**src/rtl/fetch_if.sv**
```systemverilog
// Instruction-side memory port and decode handshake for fetch_unit.
// master = fetch unit, slave = memory/decode environment.
interface fetch_if;
    logic        mem_req;
    logic [31:0] mem_addr;
    logic [31:0] mem_rdata;
    logic        mem_is_regular;
    logic        mem_valid;
    logic        redirect;
    logic [31:0] redirect_pc;
    logic        inst_valid;
    logic        inst_ready;
    logic [31:0] inst;
    logic [31:0] inst_pc;
    logic        inst_is_compressed;

    modport master (
        output mem_req, mem_addr,
        input  mem_rdata, mem_is_regular, mem_valid,
        input  redirect, redirect_pc,
        output inst_valid, inst, inst_pc, inst_is_compressed,
        input  inst_ready
    );

    modport slave (
        input  mem_req, mem_addr,
        output mem_rdata, mem_is_regular, mem_valid,
        output redirect, redirect_pc,
        input  inst_valid, inst, inst_pc, inst_is_compressed,
        output inst_ready
    );
endinterface

```
**src/rtl/fetch_unit.sv**
```systemverilog
// femtoRV32 instruction fetch: one outstanding request, PC += 4/2 by response
// width, small instruction FIFO toward decode, redirect flush with stale-drop.
module fetch_unit #(
    parameter logic [31:0] RESET_PC = 32'h0,
    parameter int unsigned DEPTH    = 2
) (
    input logic     clk,
    input logic     rst,
    fetch_if.master bus
);
    localparam int unsigned PtrW = $clog2(DEPTH);
    localparam int unsigned CntW = $clog2(DEPTH + 1);
    localparam logic [CntW-1:0] Full = CntW'(DEPTH);

    typedef enum logic [1:0] {StFetch, StHold, StDrain} state_e;

    state_e          state_q;
    logic            mem_req_q;
    logic [31:0]     fetch_pc_q;
    logic [CntW-1:0] count_q;
    logic [PtrW-1:0] rd_ptr_q;
    logic [PtrW-1:0] wr_ptr_q;

    logic [31:0] inst_mem [DEPTH];
    logic [31:0] pc_mem   [DEPTH];
    logic        comp_mem [DEPTH];

    logic            outstanding;
    logic            push;
    logic            pop;
    logic            head_valid;
    logic [CntW-1:0] count_next;
    logic [31:0]     pc_next;

    // mem_req_q is only ever high in StFetch, so it doubles as "request issued".
    always_comb begin
        outstanding = mem_req_q || (state_q == StDrain);
        push        = mem_req_q && bus.mem_valid && !bus.redirect;
        head_valid  = (count_q != '0);
        pop         = head_valid && bus.inst_ready && !bus.redirect;
        count_next  = count_q + CntW'(push) - CntW'(pop);
        pc_next     = fetch_pc_q + (bus.mem_is_regular ? 32'd4 : 32'd2);
    end

    always_ff @(posedge clk or posedge rst) begin
        if (rst) begin
            state_q    <= StFetch;
            mem_req_q  <= 1'b0;
            fetch_pc_q <= {RESET_PC[31:1], 1'b0};
            count_q    <= '0;
            rd_ptr_q   <= '0;
            wr_ptr_q   <= '0;
        end else if (bus.redirect) begin
            count_q    <= '0;
            rd_ptr_q   <= '0;
            wr_ptr_q   <= '0;
            fetch_pc_q <= {bus.redirect_pc[31:1], 1'b0};
            if (outstanding && !bus.mem_valid) begin
                state_q   <= StDrain;
                mem_req_q <= 1'b0;
            end else begin
                state_q   <= StFetch;
                mem_req_q <= 1'b1;
            end
        end else begin
            count_q <= count_next;
            if (push) wr_ptr_q <= wr_ptr_q + PtrW'(1);
            if (pop)  rd_ptr_q <= rd_ptr_q + PtrW'(1);
            unique case (state_q)
                StFetch: begin
                    if (push) fetch_pc_q <= pc_next;
                    if (push && count_next == Full) begin
                        state_q   <= StHold;
                        mem_req_q <= 1'b0;
                    end else begin
                        mem_req_q <= 1'b1;
                    end
                end
                StHold: begin
                    if (pop) begin
                        state_q   <= StFetch;
                        mem_req_q <= 1'b1;
                    end
                end
                StDrain: begin
                    // Stale response is swallowed; refetch from the redirect PC.
                    if (bus.mem_valid) begin
                        state_q   <= StFetch;
                        mem_req_q <= 1'b1;
                    end
                end
                default: begin
                    state_q   <= StFetch;
                    mem_req_q <= 1'b0;
                end
            endcase
        end
    end

    always_ff @(posedge clk) begin
        if (push) begin
            inst_mem[wr_ptr_q] <= bus.mem_is_regular ? bus.mem_rdata
                                                     : {16'b0, bus.mem_rdata[15:0]};
            pc_mem[wr_ptr_q]   <= fetch_pc_q;
            comp_mem[wr_ptr_q] <= !bus.mem_is_regular;
        end
    end

    assign bus.mem_req            = mem_req_q;
    assign bus.mem_addr           = fetch_pc_q;
    assign bus.inst_valid         = head_valid;
    assign bus.inst               = head_valid ? inst_mem[rd_ptr_q] : 32'b0;
    assign bus.inst_pc            = head_valid ? pc_mem[rd_ptr_q] : 32'b0;
    assign bus.inst_is_compressed = head_valid && comp_mem[rd_ptr_q];
endmodule

```
**src/flat_wrapper.sv**
```systemverilog
// flat-port wrapper written by rule: the top's interface ports become plain ports
module fetch_unit_flat 
#(
    parameter logic [31:0] RESET_PC = 32'h0,
    parameter int unsigned DEPTH    = 2
)
  (clk, rst, bus_mem_req, bus_mem_addr, bus_mem_rdata, bus_mem_is_regular, bus_mem_valid, bus_redirect, bus_redirect_pc, bus_inst_valid, bus_inst, bus_inst_pc, bus_inst_is_compressed, bus_inst_ready);
  fetch_if bus_i ();
  input logic clk;
  input logic rst;
  output wire logic [$bits(bus_i.mem_req)-1:0] bus_mem_req;
  output wire logic [$bits(bus_i.mem_addr)-1:0] bus_mem_addr;
  input wire logic [$bits(bus_i.mem_rdata)-1:0] bus_mem_rdata;
  input wire logic [$bits(bus_i.mem_is_regular)-1:0] bus_mem_is_regular;
  input wire logic [$bits(bus_i.mem_valid)-1:0] bus_mem_valid;
  input wire logic [$bits(bus_i.redirect)-1:0] bus_redirect;
  input wire logic [$bits(bus_i.redirect_pc)-1:0] bus_redirect_pc;
  output wire logic [$bits(bus_i.inst_valid)-1:0] bus_inst_valid;
  output wire logic [$bits(bus_i.inst)-1:0] bus_inst;
  output wire logic [$bits(bus_i.inst_pc)-1:0] bus_inst_pc;
  output wire logic [$bits(bus_i.inst_is_compressed)-1:0] bus_inst_is_compressed;
  input wire logic [$bits(bus_i.inst_ready)-1:0] bus_inst_ready;
  assign bus_mem_req = bus_i.mem_req;
  assign bus_mem_addr = bus_i.mem_addr;
  assign bus_i.mem_rdata = bus_mem_rdata;
  assign bus_i.mem_is_regular = bus_mem_is_regular;
  assign bus_i.mem_valid = bus_mem_valid;
  assign bus_i.redirect = bus_redirect;
  assign bus_i.redirect_pc = bus_redirect_pc;
  assign bus_inst_valid = bus_i.inst_valid;
  assign bus_inst = bus_i.inst;
  assign bus_inst_pc = bus_i.inst_pc;
  assign bus_inst_is_compressed = bus_i.inst_is_compressed;
  assign bus_i.inst_ready = bus_inst_ready;
  fetch_unit #(.RESET_PC(RESET_PC), .DEPTH(DEPTH)) u_core (.clk(clk), .rst(rst), .bus(bus_i));
endmodule
```
**config.mk**
```make
export PLATFORM = sky130hd
export DESIGN_NAME = fetch_unit_flat
export DESIGN_NICKNAME = d
export VERILOG_FILES = /design/src/rtl/fetch_if.sv /design/src/rtl/fetch_unit.sv /design/src/flat_wrapper.sv
export SDC_FILE = /design/constraint.sdc
export NUM_CORES = 1
export LEC_CHECK = 0
export ABC_AREA = 1
export CORE_AREA = 3 3 122 124
export DETAILED_ROUTE_END_ITERATION = 8
export DIE_AREA = 0 0 125 127
export GPL_TIMING_DRIVEN = 0
export HOLD_SLACK_MARGIN = 0.05
export MAX_ROUTING_LAYER = met4
export PLACE_DENSITY = 0.95
export SYNTH_ARGS = -nofsm -noshare
export SYNTH_HDL_FRONTEND = slang
export SYNTH_SLANG_ARGS = --single-unit
```
**constraint.sdc**
```tcl
create_clock -name clk -period 9.9 [get_ports clk]
set_input_delay 1.98 -clock clk [delete_from_list [all_inputs] [get_ports clk]]
set_output_delay 1.98 -clock clk [all_outputs]
set_load 0.01 [all_outputs]
```
==> results.py <==
metrics = {
    "detailed_routing": {
        "drcViolationCount": 0,
        "ant_nets": 0,
        "vias": 6493,
        "first_pass_iters": 7,
        "totalWireLength_um": 19940,
        "drt_iter0_markers": 595,
        "via_per_inst": 5.470,
        "wl_per_cell_um": 16.80,
    },
    "final_layout": {
        "multi_input_area_mm2": 0.002475,
        "design_area_mm2": 0.01016,
        "regArea_mm2": 0.004795,
        "area_delta_synth_final_pct": 32.86,
        "fill_cells": 930,
        "drive_gt1_frac": 0.05065,
        "nets": 1073,
        "antennaDiodeCount": 0,
    },
    "global_routing": {
        "grt_overflow_total": 0,
        "grt_pass1_vias": 6426,
        "grt_usage": 0.2615,
        "grt_first_pass_wirelength_um": 31640,
        "antenna_found_initial": 0,
        "grt_max_degree": 39,
    },
    "clock_network": {
        "cts_tree": "done",
        "post_cts_resized": 0,
        "numCtsBuffers": 17,
        "clock_sinks": 166,
        "clockBufferDepth": 2,
        "ctsHoldBuffers": 0,
        "clkSlewWorstSetupHoldPaths_ns": 0.06,
        "clkLatencyLatePin_ns": 0.42,
        "root_buffer": "clkbuf_16",
        "htreeDepth": 4,
        "postCtsSetupBuffers": 0,
    },
    "synth": {
        "synth_edf_count": 128,
        "yosys_warnings": 0,
        "yosysUniqueCellTypes": 34,
        "yosys.area.top_type_share": 0.5025,
        "synth_ff_type": "edfxtp_1",
        "yosys_register_bits": 166,
        "synth_area_leaders": "edfxtp_1 (50%), nand2_1 (14%), dfrtp_1 (12%)",
        "yosysTopAreaCell": "edfxtp_1",
        "synthArstFlopShare": 0.2289,
        "synthCells": 805,
        "syn_avg_cell_area_um2": 9.501,
        "ys_seq_area_frac": 0.6269,
        "syn_area_mm2": 0.007649,
    },
    "placed_design": {
        "place_ws_ns": 4.871,
        "portBuffers": 165,
        "gp_congestion": 0.9675,
        "placed_area_mm2": 0.009632,
        "dp_hpwl_um": 14110,
    },
    "floorplan": {
        "io_pins": 169,
        "die_w_um": 125,
        "rows": 43,
        "dieArea_mm2": 0.01588,
        "die_y_um": 127,
        "coreArea_mm2": 0.01388,
        "initial_core_util": 0.5510,
    },
    "sta": {
        "whs_ns": 0.5374,
        "max_freq_mhz": 214.0,
        "fin_crit_sh": 0.4719,
        "rsz0062_at_grt": "no",
        "setup_violations": 0,
        "final_hold_viol_count": 0,
        "relSlewSlack": 0.4298,
        "setup_slack_ns": 5.228,
        "finalClockSkew_ns": 0.009380,
        "worst_pin_slew_ns": 0.8541,
        "period_needed_ns": 4.672,
        "drv_slew": 0,
        "setup_tns_ns": 0,
    },
    "setup_path": {
        "crit_path_end_kind": "flip-flop",
        "cp_slowest_stage_delay_ns": 0.58,
        "crit_type": "input port to flip-flop",
        "slowest_stage": "clkdlybuf4s50_1",
        "cp_common_cell": "nand2_1",
        "cpLargestDelayFamily": "buffers and inverters",
        "path_buf_inv": 4,
        "cp-start-kind": "input port",
        "crit_required_ns": 10.20,
        "arrival_ns": 4.97,
        "cp_max_fo": 10,
        "path_cells": "clkdlybuf4s50_1 > clkbuf_1 > clkbuf_1 > inv_1 > ha_1 > fa_1 > nand2_1 > nor2_1 > nand2_1 > nor2_1 > nand3_1 > nand3_1 > nand2_1 > o21ai_0",
    },
    "power": {
        "peakVddDrop_mv": 0.1414,
        "power.density_mw_per_mm2": 222.5,
        "power.leakage_nw": 3.983,
        "p_total_mw": 2.261,
    },
    "run_status": {
        "status": "completed",
    },
    "flow_run": {
        "drv_cap": 0,
    },
    "hold_path": {
        "hold_class": "flip-flop to flip-flop",
    },
}
## logic make-up (layout without fill, tap and decap cells)
family	count (synthesis)	after routing	share of synthesized area
AND/OR/NAND/NOR	409	409	0.2133
flip-flops	166	166	0.6269
AO/OA/AOI/OAI	106	106	0.07787
buffers and inverters	102	303	0.05202
XOR/XNOR	12	12	0.01374
adder cells (fa/ha/maj)	9	9	0.01570
other	1	2	0.0004903
## area by class of cell
class / count / share of cell area
Buffer: 33 / 0.01367
Clock buffer: 23 / 0.04408
Clock inverter: 9 / 0.008126
Inverter: 69 / 0.02549
Multi-Input combinational cell: 538 / 0.2435
Sequential cell: 166 / 0.4718
Tap cell: 180 / 0.02216
Timing Repair Buffer: 169 / 0.1711
## cells in the mapped netlist, drive strengths merged (2+ instances only)
cell type,number
a21oi,66
a22o,5
a31oi,2
buf,13
clkbuf,20
dfrtp,38
edfxtp,128
ha,8
inv,68
nand2,295
nand3,31
nand3b,2
nor2,76
nor3,4
o211ai,4
o21ai,18
o21bai,6
o221ai,2
xnor2,2
xor2,10
## registers in the layout (all words and copies together) (netlist names)
signal               count
u_core.bus.mem_req       1
u_core.count_q           2
u_core.pc_mem           62
u_core.rd_ptr_q          1
u_core.wr_ptr_q          1
u_core.state_q           2
u_core.inst_mem         64
u_core.bus.mem_addr     31
u_core.comp_mem          2
## metal layers
| layer | global-route usage | routed length (µm) |
|---|---|---|
| met1 | 0.3249 | 7743 |
| met2 | 0.4328 | 10070 |
| met3 | 0.04724 | 1522 |
| met4 | 0.1001 | 604 |
| met5 | - | 0 |
## path summary, 6_finish.rpt
check	end	startpoint	slack, ns	cells after the start
setup / recovery	u_core.bus.mem_addr[25]	bus_mem_is_regular	5.23	14
hold / removal	u_core.bus.mem_req	u_core.bus.mem_req	0.54	2
setup reg to reg	u_core.state_q[0]	u_core.count_q[1]	7.64	13
hold reg to reg	u_core.bus.mem_req	u_core.bus.mem_req	0.54	2
max in group asynchronous	u_core.bus.mem_addr[31]	rst	7.30	2
min in group asynchronous	u_core.bus.mem_addr[27]	rst	2.06	2
## tightest hold or removal path: stages, from the launching register on
cell	delay (ns)
dfrtp_1	0.39
nand2_1	0.06
nand2_1	0.06
## cell usage in the layout, fill, tap and decap left out, types with 4 or more instances in the layout
cell	count
a22o_1	5
edfxtp_1	128
o21bai_1	6
ha_1	8
clkbuf_1	26
clkinvlp_4	4
nand3_1	28
nor2_4	5
xor2_1	10
nand2_1	295
nor3_1	4
o21ai_0	18
clkdlybuf4s50_1	165
buf_2	6
dfrtp_1	38
nor2_1	69
inv_1	65
a21oi_1	65
clkbuf_16	17
o211ai_1	4
buf_1	5
## through the flow
stage | utilization | cells
final | 0.7321 | 1187
after floorplan | - | 806
after global placement | 0.6865 | 1151
after global routing | 0.7321 | 1187
after detailed placement | 0.6939 | 1155
after CTS | 0.7321 | 1187
## power breakdown
part           switching, mW  internal, mW
logic                  0.392         0.315
registers             0.0953         0.865
clock network          0.249         0.344
No activity file was read; power rests on OpenSTA's default activity.
==> RTL edit (same settings) <==
Encoding of `state_e`: now one-hot (3 bits for 3 states).
--- a/src/rtl/fetch_unit.sv
+++ b/src/rtl/fetch_unit.sv
@@ -14,3 +14,3 @@
 
-    typedef enum logic [1:0] {StFetch, StHold, StDrain} state_e;
+    typedef enum logic [2:0] {StFetch = 3'b001, StHold = 3'b010, StDrain = 3'b100} state_e;
 
Check against the original RTL: same outputs for any inputs over 4 cycles, from zero or initial values and one cycle with rst high; so few cycles prove little.
==> RTL edit against the unedited design <==
  * Worst setup slack got worse by 0.091 ns
  * Fmax decreased by 1.9%
  * Wire length increased by 5.1%
  * Largest power group unchanged
  * Worst hold slack improved by 0.0053 ns
  * Critical path type unchanged
  * Sequential cell count increased by 1
  * Final cell count increased by 3.7%
  * First-iteration DRC count increased by 28%
  * Area after synthesis increased by 2.8%
  * Cell area increased by 2.8%
  * Count of clock-buffer cells in the layout decreased by 6
  * Clock power increased by 13%
  * Power increased by 9.3%
==> RTL edit: results (changes against the unedited design) <==
[grt]
grt_pass1_vias = 6616  ; +3.0%
grt_use_total_pct = 27.18  ; +1.0 points
antenna_found_initial = 0  ; unchanged
met2_usage_pct = 45.33  ; +2.1 points
grt_use_met1_pct = 33.79  ; +1.3 points
grt_start_max_net_pins = 40  ; +2.6%
grt_overflow_total = 0  ; unchanged
grtUsageMet3_pct = 4.640  ; -0.084 points
grt_pass1_wl_mm = 32.89  ; +3.9%

[place]
finalWeightedCongestion = 0.9542  ; -1.4%
hpwl_mm = 14.92  ; +5.7%
pre_cts_ws_ns = 4.743  ; -0.1274 ns

[cts]
clk_latency_ns = 0.42  ; about the same
clk_pin_slew_ns = 0.06  ; about the same
ctsHtreeMaxLevel = 4  ; unchanged
clockBufferDepth = 2  ; unchanged
cts_resized = 0  ; unchanged

[detailed_routing]
drt_iter0_drc = 760  ; +28%
avgViaCountPerCell = 5.497  ; +0.49%
routedWlPerCell_microns = 17.03  ; +1.4%
dr.pass1.iters = 9  ; +2

[timing]
hold_ws_ns = 0.5427  ; +0.005315 ns
tightest_slew_ns = 0.9035  ; +0.04940 ns
final.setup_skew_ns = 0.006611  ; -0.002769 ns

[worst_setup_path]
r2r_cells = 10  ; -3
slowest_stage = clkdlybuf4s50_1
r2r_start = u_core.bus.mem_addr[1]
worst_ep_arrival_time_ns = 5.08  ; +0.11 ns
cpPeakStageDelay_ns = 0.58  ; about the same
r2r_slack_ns = 7.83  ; +0.19 ns
r2r_end = u_core.bus.mem_addr[25]

[status]
run_status = completed

[power_and_ir_drop]
peakVddDrop_uv = 115.6  ; -18%
total_leakage_power_nw = 4.196  ; +5.3%

[hold_path]
holdPathStages = 2  ; unchanged

[layout]
fin_nets = 1113  ; +3.7%
drive_gt1_share_pct = 7.422  ; +2.4 points

[yosys]
synth-edff-count = 128  ; unchanged
ys_async_sr_fraction_pct = 23.35  ; +0.46 points
ys.flop_type = edfxtp_1
ys_seq_area_share_pct = 61.30  ; -1.4 points
synth_commonest_cells = 303 x nand2_1, 128 x edfxtp_1, 83 x a21oi_1
netlist_top_cells_area = edfxtp_1 49%, nand2_1 14%, dfrtp_1 12%, a21oi_1 5.3%, nor2_1 3.7%
ys_types = 39  ; +15%

==> RTL edit: final cells by class <==
type | count | area [sq um]
flip-flops and latches | 167 | 4821
fillers | 943 | 3432
multi-input cells | 576 | 2621
repair buffers | 169 | 1739
clock buffers | 17 | 425.4
inverters | 69 | 261.5
well taps | 180 | 225.2
plain buffers | 38 | 178.9
clock inverters | 15 | 176.4
==> RTL edit: how the worst max path moves through the flow <==
stage | start | end | slack (ns) | cells after the start
2_1_floorplan | bus_redirect | u_core.comp_mem[1] | 4.40 | 4
3_3_place_gp | bus_redirect | u_core.pc_mem[1][26] | 2.30 | 5
3_5_place_dp | bus_mem_is_regular | u_core.bus.mem_addr[25] | 4.74 | 14
4_1_cts | bus_mem_is_regular | u_core.bus.mem_addr[25] | 5.14 | 14
5_1_grt | bus_mem_is_regular | u_core.bus.mem_addr[25] | 4.88 | 14
6_report | bus_mem_is_regular | u_core.bus.mem_addr[25] | 5.14 | 14
==> RTL edit: critical path: cells and delay by family <==
family	cells	cell delay (ns)
adders and majority gates	2	0.78
and+or+nand+nor	6	0.60
buffers and inverters	6	1.71
==> RTL edit: cell families (layout without fill, tap and decap cells) <==
group | Yosys count | in the layout | synth area share, %
xor+xnor | 3 | 3 | 0.3342
buf+inv | 107 | 308 | 5.601
compound gates | 121 | 121 | 8.178
flops | 167 | 167 | 61.30
other cells | 1 | 2 | 0.04769
fa+ha+maj | 5 | 5 | 0.8910
simple gates | 445 | 445 | 23.64
==> RTL edit: power breakdown <==
| group | leakage, nW | internal (W) | switching (W) | total [W] |
|---|---|---|---|---|
| clock network | 0.293 | 0.000398 | 0.000271 | 0.000669 |
| registers | 1.64 | 0.000883 | 0.000117 | 0.000999 |
| logic | 2.27 | 0.000357 | 0.000447 | 0.000804 |
==> RTL edit: per-layer routing <==
| metal | wire length, microns | vias to the layer above | part of all wire, % |
|---|---|---|---|
| li1 | - | 3176 | - |
| met1 | 8232 | 3159 | 39 |
| met2 | 10530 | 385 | 50 |
| met3 | 1701 | 47 | 8.1 |
| met4 | 491 | 0 | 2.3 |
| met5 | 0 | - | 0 |
==> RTL edit: stage by stage <==
step	cells	cell area, sq um	total power, W
after floorplan	850	7868	0.001390
after global placement	1195	9744	0.001771
after detailed placement	1199	9847	0.001804
after CTS	1231	10450	0.002471
after global routing	1231	10450	0.002590
final	1231	10450	0.002472
